File: config.mk
export PLATFORM = sky130hd
export DESIGN_NAME = disp_colour_adapt
export DESIGN_NICKNAME = d
export VERILOG_FILES = /design/src/rtl/disp_pkg.sv /design/src/rtl/colour_chan_adapt.sv /design/src/rtl/disp_colour_adapt.sv
export SDC_FILE = /design/constraint.sdc
export NUM_CORES = 1
export LEC_CHECK = 0
export ABC_AREA = 1
export CELL_PAD_IN_SITES_DETAIL_PLACEMENT = 1
export CELL_PAD_IN_SITES_GLOBAL_PLACEMENT = 1
export CORE_ASPECT_RATIO = 0.6
export CORE_MARGIN = 5
export CORE_UTILIZATION = 37
export DETAILED_ROUTE_END_ITERATION = 8
export PLACE_DENSITY = 0.91
export SYNTH_ARGS = -nofsm -noshare
export SYNTH_HDL_FRONTEND = slang
export SYNTH_SLANG_ARGS = --single-unit
File: constraint.sdc
create_clock -name clk_pix -period 2.05 [get_ports clk_pix]
set_clock_uncertainty 0.15 [all_clocks]
set_input_delay 0.3075 -clock clk_pix [delete_from_list [all_inputs] [get_ports clk_pix]]
set_output_delay 0.3075 -clock clk_pix [all_outputs]
set_load 0.005 [all_outputs]
File: src/rtl/disp_pkg.sv
// Shared definitions for the display colour-depth adapter: conversion modes
// and the ordered-dither threshold matrix.
package disp_pkg;

  typedef enum logic [1:0] {
    MODE_TRUNC  = 2'd0,
    MODE_ROUND  = 2'd1,
    MODE_DITHER = 2'd2
  } mode_t;

  // Standard 4x4 Bayer matrix, row-major, thresholds 0..15.
  localparam logic [3:0] BAYER [16] = '{
    4'd0,  4'd8,  4'd2,  4'd10,
    4'd12, 4'd4,  4'd14, 4'd6,
    4'd3,  4'd11, 4'd1,  4'd9,
    4'd15, 4'd7,  4'd13, 4'd5
  };

  function automatic logic [3:0] bayer_thresh(input logic [1:0] row, input logic [1:0] col);
    return BAYER[{row, col}];
  endfunction

endpackage

File: src/rtl/colour_chan_adapt.sv
// Combinational depth conversion of one colour channel: pad/replicate when
// widening, truncate/round/dither with saturation when narrowing.
module colour_chan_adapt
  import disp_pkg::*;
#(
  parameter int BPC_IN  = 5,
  parameter int BPC_OUT = 8
) (
  input  logic [BPC_IN-1:0]  value,
  input  logic [3:0]         thresh,
  input  mode_t              mode,
  output logic [BPC_OUT-1:0] result
);

  if (BPC_OUT >= BPC_IN) begin : g_expand
    logic [BPC_OUT-1:0] padded;
    logic [BPC_OUT-1:0] replicated;
    logic               unused_thresh;

    assign unused_thresh = ^thresh;

    // NOTE: every signal written in always_comb gets a default first so no
    // path can leave it unassigned and infer a latch.
    always_comb begin
      padded     = '0;
      replicated = '0;
      padded[BPC_OUT-1 -: BPC_IN] = value;
      for (int i = 0; i < BPC_OUT; i++) begin
        replicated[BPC_OUT-1-i] = value[BPC_IN-1-(i % BPC_IN)];
      end
      result = (mode == MODE_TRUNC) ? padded : replicated;
    end
  end else begin : g_reduce
    localparam int D    = BPC_IN - BPC_OUT;
    localparam int SH_L = (D > 4) ? D - 4 : 0;
    localparam int SH_R = (D > 4) ? 0 : 4 - D;

    logic [BPC_IN+15:0] scaled;
    logic [BPC_IN:0]    bias;
    logic [BPC_IN:0]    sum;
    logic               unused_bits;

    // Dither threshold scaled to D bits; upper bits stay zero.
    assign scaled      = ((BPC_IN+16)'(thresh) << SH_L) >> SH_R;
    assign unused_bits = ^{sum[D-1:0], scaled[BPC_IN+15:BPC_IN+1]};

    always_comb begin
      bias = '0;
      case (mode)
        MODE_TRUNC:  bias = '0;
        MODE_DITHER: bias = scaled[BPC_IN:0];
        default:     bias = (BPC_IN+1)'(1) << (D - 1);
      endcase
      sum    = {1'b0, value} + bias;
      result = sum[BPC_IN] ? '1 : sum[BPC_IN-1:D];
    end
  end

endmodule

File: src/rtl/disp_colour_adapt.sv
// Colour depth adapter between the core's pixel stream and the TMDS encoder.
// Two-stage pipeline; pixel position and frame phase derived from de/vsync.
module disp_colour_adapt
  import disp_pkg::*;
#(
  parameter int BPC_IN  = 5,
  parameter int BPC_OUT = 8,
  parameter bit VS_POL  = 1'b1,
  parameter bit HS_POL  = 1'b1
) (
  input  logic               clk_pix,
  input  logic               rst_pix_n,
  input  logic [1:0]         mode,
  input  logic               in_hsync,
  input  logic               in_vsync,
  input  logic               in_de,
  input  logic [BPC_IN-1:0]  in_r,
  input  logic [BPC_IN-1:0]  in_g,
  input  logic [BPC_IN-1:0]  in_b,
  output logic               out_hsync,
  output logic               out_vsync,
  output logic               out_de,
  output logic [BPC_OUT-1:0] out_r,
  output logic [BPC_OUT-1:0] out_g,
  output logic [BPC_OUT-1:0] out_b,
  output logic [1:0]         frame_cnt
);

  logic       vs_prev, de_prev;
  logic [1:0] px, py, px_cur;
  mode_t      act_mode, mode_sel;
  logic       vs_edge;
  logic [3:0] thresh;

  logic              s1_hs, s1_vs, s1_de;
  logic [BPC_IN-1:0] s1_r, s1_g, s1_b;
  logic [3:0]        s1_thresh;
  mode_t             s1_mode;

  logic [BPC_OUT-1:0] conv_r, conv_g, conv_b;

  assign vs_edge = (in_vsync == VS_POL) && (vs_prev != VS_POL);
  assign px_cur  = (in_de && !de_prev) ? 2'd0 : px;
  assign thresh  = bayer_thresh(py + {1'b0, frame_cnt[1]}, px_cur + {1'b0, frame_cnt[0]});

  always_comb begin
    case (mode)
      2'd0:    mode_sel = MODE_TRUNC;
      2'd2:    mode_sel = MODE_DITHER;
      default: mode_sel = MODE_ROUND;
    endcase
  end

  // NOTE: sequential state uses non-blocking assignments so every register
  // samples the pre-edge values, independent of statement order.
  always_ff @(posedge clk_pix or negedge rst_pix_n) begin
    if (!rst_pix_n) begin
      vs_prev   <= ~VS_POL;
      de_prev   <= 1'b0;
      px        <= '0;
      py        <= '0;
      frame_cnt <= '0;
      act_mode  <= MODE_ROUND;
    end else begin
      vs_prev <= in_vsync;
      de_prev <= in_de;
      if (in_de) px <= px_cur + 2'd1;
      // A new frame latches the mode and restarts the line count.
      if (vs_edge) begin
        py        <= '0;
        frame_cnt <= frame_cnt + 2'd1;
        act_mode  <= mode_sel;
      end else if (de_prev && !in_de) begin
        py <= py + 2'd1;
      end
    end
  end

  always_ff @(posedge clk_pix or negedge rst_pix_n) begin
    if (!rst_pix_n) begin
      s1_hs     <= ~HS_POL;
      s1_vs     <= ~VS_POL;
      s1_de     <= 1'b0;
      s1_r      <= '0;
      s1_g      <= '0;
      s1_b      <= '0;
      s1_thresh <= '0;
      s1_mode   <= MODE_ROUND;
      out_hsync <= ~HS_POL;
      out_vsync <= ~VS_POL;
      out_de    <= 1'b0;
      out_r     <= '0;
      out_g     <= '0;
      out_b     <= '0;
    end else begin
      s1_hs     <= in_hsync;
      s1_vs     <= in_vsync;
      s1_de     <= in_de;
      s1_r      <= in_r;
      s1_g      <= in_g;
      s1_b      <= in_b;
      s1_thresh <= thresh;
      s1_mode   <= act_mode;
      out_hsync <= s1_hs;
      out_vsync <= s1_vs;
      out_de    <= s1_de;
      out_r     <= s1_de ? conv_r : '0;
      out_g     <= s1_de ? conv_g : '0;
      out_b     <= s1_de ? conv_b : '0;
    end
  end

  colour_chan_adapt #(.BPC_IN(BPC_IN), .BPC_OUT(BPC_OUT)) u_chan_r (
    .value(s1_r), .thresh(s1_thresh), .mode(s1_mode), .result(conv_r)
  );
  colour_chan_adapt #(.BPC_IN(BPC_IN), .BPC_OUT(BPC_OUT)) u_chan_g (
    .value(s1_g), .thresh(s1_thresh), .mode(s1_mode), .result(conv_g)
  );
  colour_chan_adapt #(.BPC_IN(BPC_IN), .BPC_OUT(BPC_OUT)) u_chan_b (
    .value(s1_b), .thresh(s1_thresh), .mode(s1_mode), .result(conv_b)
  );

endmodule

Word level (Yosys, flattened, before mapping):

Cells that the tools add are included.

* output and inout port bits: 29
* input bits: 22
* register bits: 51

* bitwise gates (word level): 1
* reduce and logical (&&, ||, !) cells: 3
* muxes and demuxes: 7
* equality and inequality tests: 1
* add/sub/neg operators: 1

Operators with widths (count)
* two-way mux 8 bit: 3
* two-way mux 3 bit: 3
* logical NOT 2 bit: 2
* case mux 2 bit (2 select lines): 1
* adder 2 x 1 -> 2 bit (second input constant): 1
* equality test 2 bit (second input constant): 1
* logical AND 1 bit: 1
* NOT 1 bit: 1

Depth between registers and ports, before layout:

Gate-level depths: netlist (run 1).

* word-level depth: 3
* depth in mapped cells: 4
* depth with buffers taken out: 4

By module:

From an unflattened synthesis (run 1), not the netlist that was laid out.

* cell total of the unflattened synthesis: 192
* area total of the unflattened synthesis: 2119.5 µm²

By module, submodules not included
* disp_colour_adapt: area an instance 1920.6 µm², sequential area each 1478.9 µm², instances 1, cells an instance 156
* colour_chan_adapt: area an instance 66.3 µm², sequential area each 0.0 µm², instances 3, cells an instance 12

Worst setup path after synthesis (run 1):

No wires, ideal clock.

* path type: reg2reg
* start: reg s1_de
* end: reg out_b[0]
* stages on the path, launching flop included: 4
* data required time: 1771 ps
* arrival time: 667 ps
* setup time: 129 ps
* setup slack: 1105 ps
* path through: dfrtp_1 buf_6 nand2_1 nor2_1

* longest elaborated chain between the ends: 1

Ends and longest elaborated chain
* start: declaration: RTL line disp_colour_adapt.sv:35 `logic s1_hs, s1_vs, s1_de;`
* start signal: assignment: RTL line disp_colour_adapt.sv:98 `s1_de <= in_de;`
* two-way mux 8 bit: RTL line disp_colour_adapt.sv:109 `out_b <= s1_de ? conv_b : '0;`
* end signal: assignment: RTL line disp_colour_adapt.sv:109
* end: declaration: RTL line disp_colour_adapt.sv:25 `output logic [BPC_OUT-1:0] out_b,`

No other way between the ends.
A chain may end at the register's enable or synchronous reset.

Final worst setup path (run 1):

* start: reg frame_cnt[0]
* end: out frame_cnt[0]

RTL lines
* start: declaration: RTL line disp_colour_adapt.sv:26 `output logic [1:0] frame_cnt`
* start signal: assignment: RTL line disp_colour_adapt.sv:71 `frame_cnt <= frame_cnt + 2'd1;`

No word-level cell between the ends.

==> flow_summary.json, run 1 <==
{
  "critPathKind": "flip-flop to output port",
  "clkSinkCount": 51,
  "clk_path_buf_depth": 2,
  "grt_usage": 0.128,
  "cts_tree": "built",
  "syn_area_um2": 1510,
  "synth_seq_cells": 51,
  "hold_depth": 0,
  "r2r.worst_path.cells": 2,
  "grt_start_max_net_pins": 28,
  "synth_area_leaders": "dfrtp_1, nand2_1, inv_1",
  "antenna_found_initial": 0,
  "max_freq_mhz": 597,
  "drcViolationCount": 0,
  "synth_common_cells": "dfrtp_1, nand2_1, inv_1, nor2_1",
  "slew_viol_final": 0,
  "maxCapViolCount": 0,
  "rows": 18,
  "drt-total-wl_um": 3090,
  "area_delta_synth_final_pct": 44.0,
  "finalSetupViolCount": 0,
  "io_pins": 51,
  "slowest_delay_ns": 0.52,
  "synth_cell_type_count": 11,
  "fin_util": 0.540,
  "clk_latency_ns": 0.30,
  "root_buffer": "clkbuf_8",
  "rsz0062_at_grt": "false",
  "stdcell_count": 216,
  "die_width_um": 92.5,
  "synth_edf_count": 0,
  "yosysSeqAreaShare": 0.846,
  "status": "finished, final reports clean",
  "core_um2": 4030,
  "ys_async_sr_fraction": 1.00,
  "ir_worst_vdd_v": 0.000507,
  "grt_first_pass_wirelength_um": 5050,
  "syn_inst": 108,
  "grt_pass1_vias": 1044,
  "yosys.cell_count.top_type": "dfrtp_1",
  "arrival_ns": 1.22,
  "min_from": "act_mode[0]$_DFFE_PN1P_",
  "critical_path.endpoint_type": "output port",
  "fp.dieH_um": 59.5,
  "hold_viol": 0,
  "firstDrtPassIters": 2,
  "die-area_um2": 5500,
  "drive_gt1_frac": 0.0723,
  "syn_area_per_cell_um2": 14.0,
  "relSlewSlack": 0.600,
  "synth_warnings": 0,
  "r2r_end": "out_g[0]$_DFF_PN0_",
  "crit_chain": "clkdlybuf4s50_1",
  "htreeDepth": 2,
  "finalCritPeriodShare": 0.817,
  "start_kind": "flip-flop",
  "routedWlPerCell_um": 14.3,
  "path_buf_inv": 1,
  "globalRouteOverflowTotal": 0,
  "synth_top_area_cell": "dfrtp_1",
  "power.density_nw_per_um2": 867,
  "dp_hpwl_um": 2330,
  "initial_core_util": 0.375,
  "cp_data_required_time_ns": 1.59,
  "critPathMaxFanout": 4,
  "nets": 188,
  "finalCriticalPeriod_ns": 1.67,
  "numCtsBuffers": 5,
  "drtAntennaViolNets": 0,
  "hp-class": "flip-flop to flip-flop",
  "leakage_nw": 1.09,
  "syn-num-nets": 130,
  "worst_pin_slew_ns": 0.600,
  "netlist.area_leader.share": 0.811,
  "drt_first_iter_violations": 18,
  "rr_startpoint": "s1_de$_DFF_PN0_",
  "fin_tns_setup_ns": 0,
  "path_clk_slew_ns": 0.08,
  "cp.depth": 1,
  "holdPathEnd": "s1_mode[0]$_DFF_PN1_",
  "r2r_slack_ns": 0.83,
  "gp_congestion": 0.638,
  "dp.cells": 208,
  "slowest_stage": "clkdlybuf4s50_1",
  "crit_family": "buffers and inverters",
  "vias_per_cell": 4.41,
  "post_cts_resized": 0,
  "io_buffers": 50,
  "vias": 952,
  "hold_ws_ns": 0.222,
  "antenna_cells": 0,
  "synth_ff_type": "dfrtp_1"
}
## layout make-up
class | count | area (um2)
well taps | 50 | 62.6
flip-flops and latches | 51 | 1280
clock buffers | 6 | 82.6
clock inverters | 1 | 5.00
inverters | 19 | 71.3
fillers | 421 | 1860
repair buffers | 52 | 526
multi-input cells | 37 | 150
## placed cells by master (no fill, tap or decap), drive strengths merged
cell	count
and2	1
buf	2
clkbuf	6
clkdlybuf4s50	49
clkinv	1
dfrtp	49
dfstp	2
dlygate4sd3	1
inv	19
nand2	22
nand3	1
nand4	1
nor2	10
o21ai	2
## cell families after synthesis
logic type      Yosys count  synth area share
simple gates             35            0.0927
buf+inv                  20            0.0546
flops                    51             0.846
compound gates            2           0.00662
## through the flow
step | setup slack, ns | power [W] | instance area (um2)
floorplan | 1.10 | 0.00118 | 1510
global placement | 0.691 | 0.00133 | 2080
detailed placement | 0.591 | 0.00135 | 2080
CTS | 0.360 | 0.00192 | 2180
global route | 0.310 | 0.00198 | 2180
finish | 0.376 | 0.00189 | 2180
## registers in the layout, indices dropped and copies added, names as in the netlist, 2 cells and up
| name | flops |
|---|---|
| out_b | 8 |
| frame_cnt | 2 |
| s1_mode | 2 |
| s1_b | 5 |
| s1_g | 5 |
| out_g | 8 |
| out_r | 8 |
| act_mode | 2 |
| s1_r | 5 |
## repair_timing
item / in CTS / in global routing
setup buffers: 0 / 0
hold buffers: 1 / 0
endpoints found under the hold margin: 24 / 0
## routing by layer
layer	global-route usage	routed length [um]	vias up
met5	0	0	-
met4	0.0634	51	0
li1	-	-	426
met2	0.210	1540	40
met1	0.137	1200	479
met3	0.0685	302	7
## report_power, final
group          switching [W]  leakage, nW  total (W)  internal [W]
registers          0.0000346        0.630    0.00111       0.00108
clock network       0.000295       0.0470   0.000560      0.000265
logic              0.0000866        0.416   0.000215      0.000128
## worst max-delay path by stage
| stage | from | endpoint | slack (ns) |
|---|---|---|---|
| after floorplan | s1_de$_DFF_PN0_ | out_b[0]$_DFF_PN0_ | 1.10 |
| after global placement | in_vsync | frame_cnt[0]$_DFFE_PN0P_ | 0.69 |
| after detailed placement | in_vsync | act_mode[1]$_DFFE_PN0P_ | 0.59 |
| after CTS | frame_cnt[0]$_DFFE_PN0P_ | frame_cnt[0] | 0.36 |
| after global routing | frame_cnt[0]$_DFFE_PN0P_ | frame_cnt[0] | 0.31 |
| final | frame_cnt[0]$_DFFE_PN0P_ | frame_cnt[0] | 0.38 |
Note: power is estimated with default switching activity, not from simulation.
==> run 2: changes to the inputs <==
CORE_UTILIZATION = 34   (was 37)
PLACE_DENSITY = 0.85   (was 0.91)
clock period = 1.7 ns   (was 2.05 ns; I/O delays follow)
==> run 2 against run 1 <==
Against the previous run:
- global-route usage is 0.15 points lower
- clock-buffer cell count is 1 lower
- total power is 19% higher
- worst setup slack worse by 0.29 ns
- largest cell class unchanged
==> flow_summary.json, run 2 (synthesis gave the netlist of run 1 again) <==
{
  "worst_pin_slew_ns": 0.538,
  "top_regs": "out_b x8, out_g x8, out_r x8",
  "drcViolationCount": 0,
  "clkSinkCount": 51,
  "nets": 188,
  "antenna_cells": 0,
  "fin_tns_setup_ns": 0,
  "intPower_w": 0.00173,
  "finalCriticalPeriod_ns": 1.61,
  "numCtsBuffers": 5,
  "slew_viol_final": 0,
  "maxCapViolCount": 0,
  "pwr-share-comb": 0.117,
  "htreeDepth": 2,
  "vias_per_cell": 4.19,
  "io_pins": 51,
  "firstDrtPassIters": 3,
  "p_sw_frac": 0.230,
  "gp_congestion": 0.636,
  "routedWlPerCell_um": 14.5,
  "hp-class": "flip-flop to flip-flop",
  "grt_start_max_net_pins": 31,
  "cp_data_required_time_ns": 1.29,
  "critPathKind": "flip-flop to output port",
  "layout_common_cells": "dfrtp_1, clkdlybuf4s50_1, nand2_1",
  "hold_viol": 0,
  "p_sw_w": 0.000518,
  "holdPathEnd": "out_hsync$_DFF_PN0_",
  "path_buf_inv": 1,
  "slowest_stage": "clkdlybuf4s50_1",
  "die-area_um2": 5920,
  "finalSetupViolCount": 0,
  "fin_util": 0.521,
  "min_from": "s1_hs$_DFF_PN0_",
  "hold_depth": 0,
  "rows": 18,
  "finalCritPeriodShare": 0.947,
  "crit_chain": "clkdlybuf4s50_1",
  "root_buffer": "clkbuf_8",
  "slowest_delay_ns": 0.52,
  "critical_path.endpoint_type": "output port",
  "grt_usage": 0.127,
  "drtAntennaViolNets": 0,
  "path_clk_slew_ns": 0.08,
  "crit_family": "buffers and inverters",
  "drt_first_iter_violations": 12,
  "power_frac_clock": 0.288,
  "antenna_found_initial": 0,
  "clk_path_buf_depth": 2,
  "area_delta_synth_final_pct": 44.5,
  "max_freq_mhz": 621,
  "power.density_nw_per_um2": 1030,
  "grt_first_pass_wirelength_um": 5310,
  "rr_startpoint": "s1_de$_DFF_PN0_",
  "cts_tree": "built",
  "drt-total-wl_um": 3270,
  "grt_pass1_vias": 1063,
  "critPathMaxFanout": 4,
  "io_buffers": 50,
  "core_um2": 4190,
  "relSlewSlack": 0.642,
  "seqPwrFrac": 0.596,
  "clk_latency_ns": 0.29,
  "initial_core_util": 0.361,
  "status": "finished, final reports clean",
  "r2r_slack_ns": 0.44,
  "startpoint": "frame_cnt[0]$_DFFE_PN0P_",
  "arrival_ns": 1.21,
  "globalRouteOverflowTotal": 0,
  "leakage_nw": 1.09,
  "dp_hpwl_um": 2640,
  "ir_worst_vdd_v": 0.000384,
  "start_kind": "flip-flop",
  "rsz0062_at_grt": "false",
  "die_width_um": 96.1,
  "drive_gt1_frac": 0.0723,
  "r2r.worst_path.cells": 2,
  "vias": 948,
  "fp.dieH_um": 61.6,
  "r2r_end": "out_g[1]$_DFF_PN0_"
}
## run 2: metrics by stage
stage | setup WS, ns | instance area, um2 | total power (W) | hold slack, ns | std cells
after floorplan | 0.755 | 1510 | 0.00142 | -0.191 | 108
after global placement | 0.398 | 2090 | 0.00161 | 0.0870 | 218
after detailed placement | 0.344 | 2090 | 0.00164 | 0.105 | 218
after CTS | 0.0744 | 2180 | 0.00229 | 0.219 | 226
after global routing | 0.0192 | 2180 | 0.00238 | 0.217 | 226
final | 0.0896 | 2180 | 0.00225 | 0.219 | 226
## run 2: what timing repair did
item                       CTS  global route
resized for setup            0             0
setup buffers                0             0
hold endpoints to repair    19             0
hold buffers                 1             0
setup endpoints to repair    0             0
## run 2: cell type report
type | instances | area, um2
Fill cell | 452 | 2010
Multi-Input combinational cell | 37 | 150
Clock inverter | 2 | 13.8
Sequential cell | 51 | 1280
Timing Repair Buffer | 52 | 526
Clock buffer | 5 | 68.8
Tap cell | 60 | 75.1
Inverter | 19 | 71.3
## run 2: worst max-delay path by stage
stage / end / slack (ns) / cells past startpoint
6_report: frame_cnt[0] / 0.09 / 1
3_5_place_dp: frame_cnt[0]$_DFFE_PN0P_ / 0.34 / 4
4_1_cts: frame_cnt[0] / 0.07 / 1
2_1_floorplan: out_b[0]$_DFF_PN0_ / 0.75 / 3
3_3_place_gp: frame_cnt[0]$_DFFE_PN0P_ / 0.40 / 4
5_1_grt: frame_cnt[0] / 0.02 / 1
## run 2: power by group through the flow
stage                     combinational, W  clock (W)  sequential (W)
after global placement            0.000248          0         0.00136
after global routing              0.000292   0.000737         0.00135
after detailed placement          0.000271          0         0.00137
after CTS                         0.000273   0.000673         0.00134
final                             0.000263   0.000648         0.00134
after floorplan                  0.0000590          0         0.00136
## run 2: layer usage
metal,vias up,track usage,share of wire
met4,0,0.0425,0.0095
li1,428,-,-
met3,4,0.0488,0.090
met5,-,0,0
met1,482,0.128,0.33
met2,34,0.242,0.57
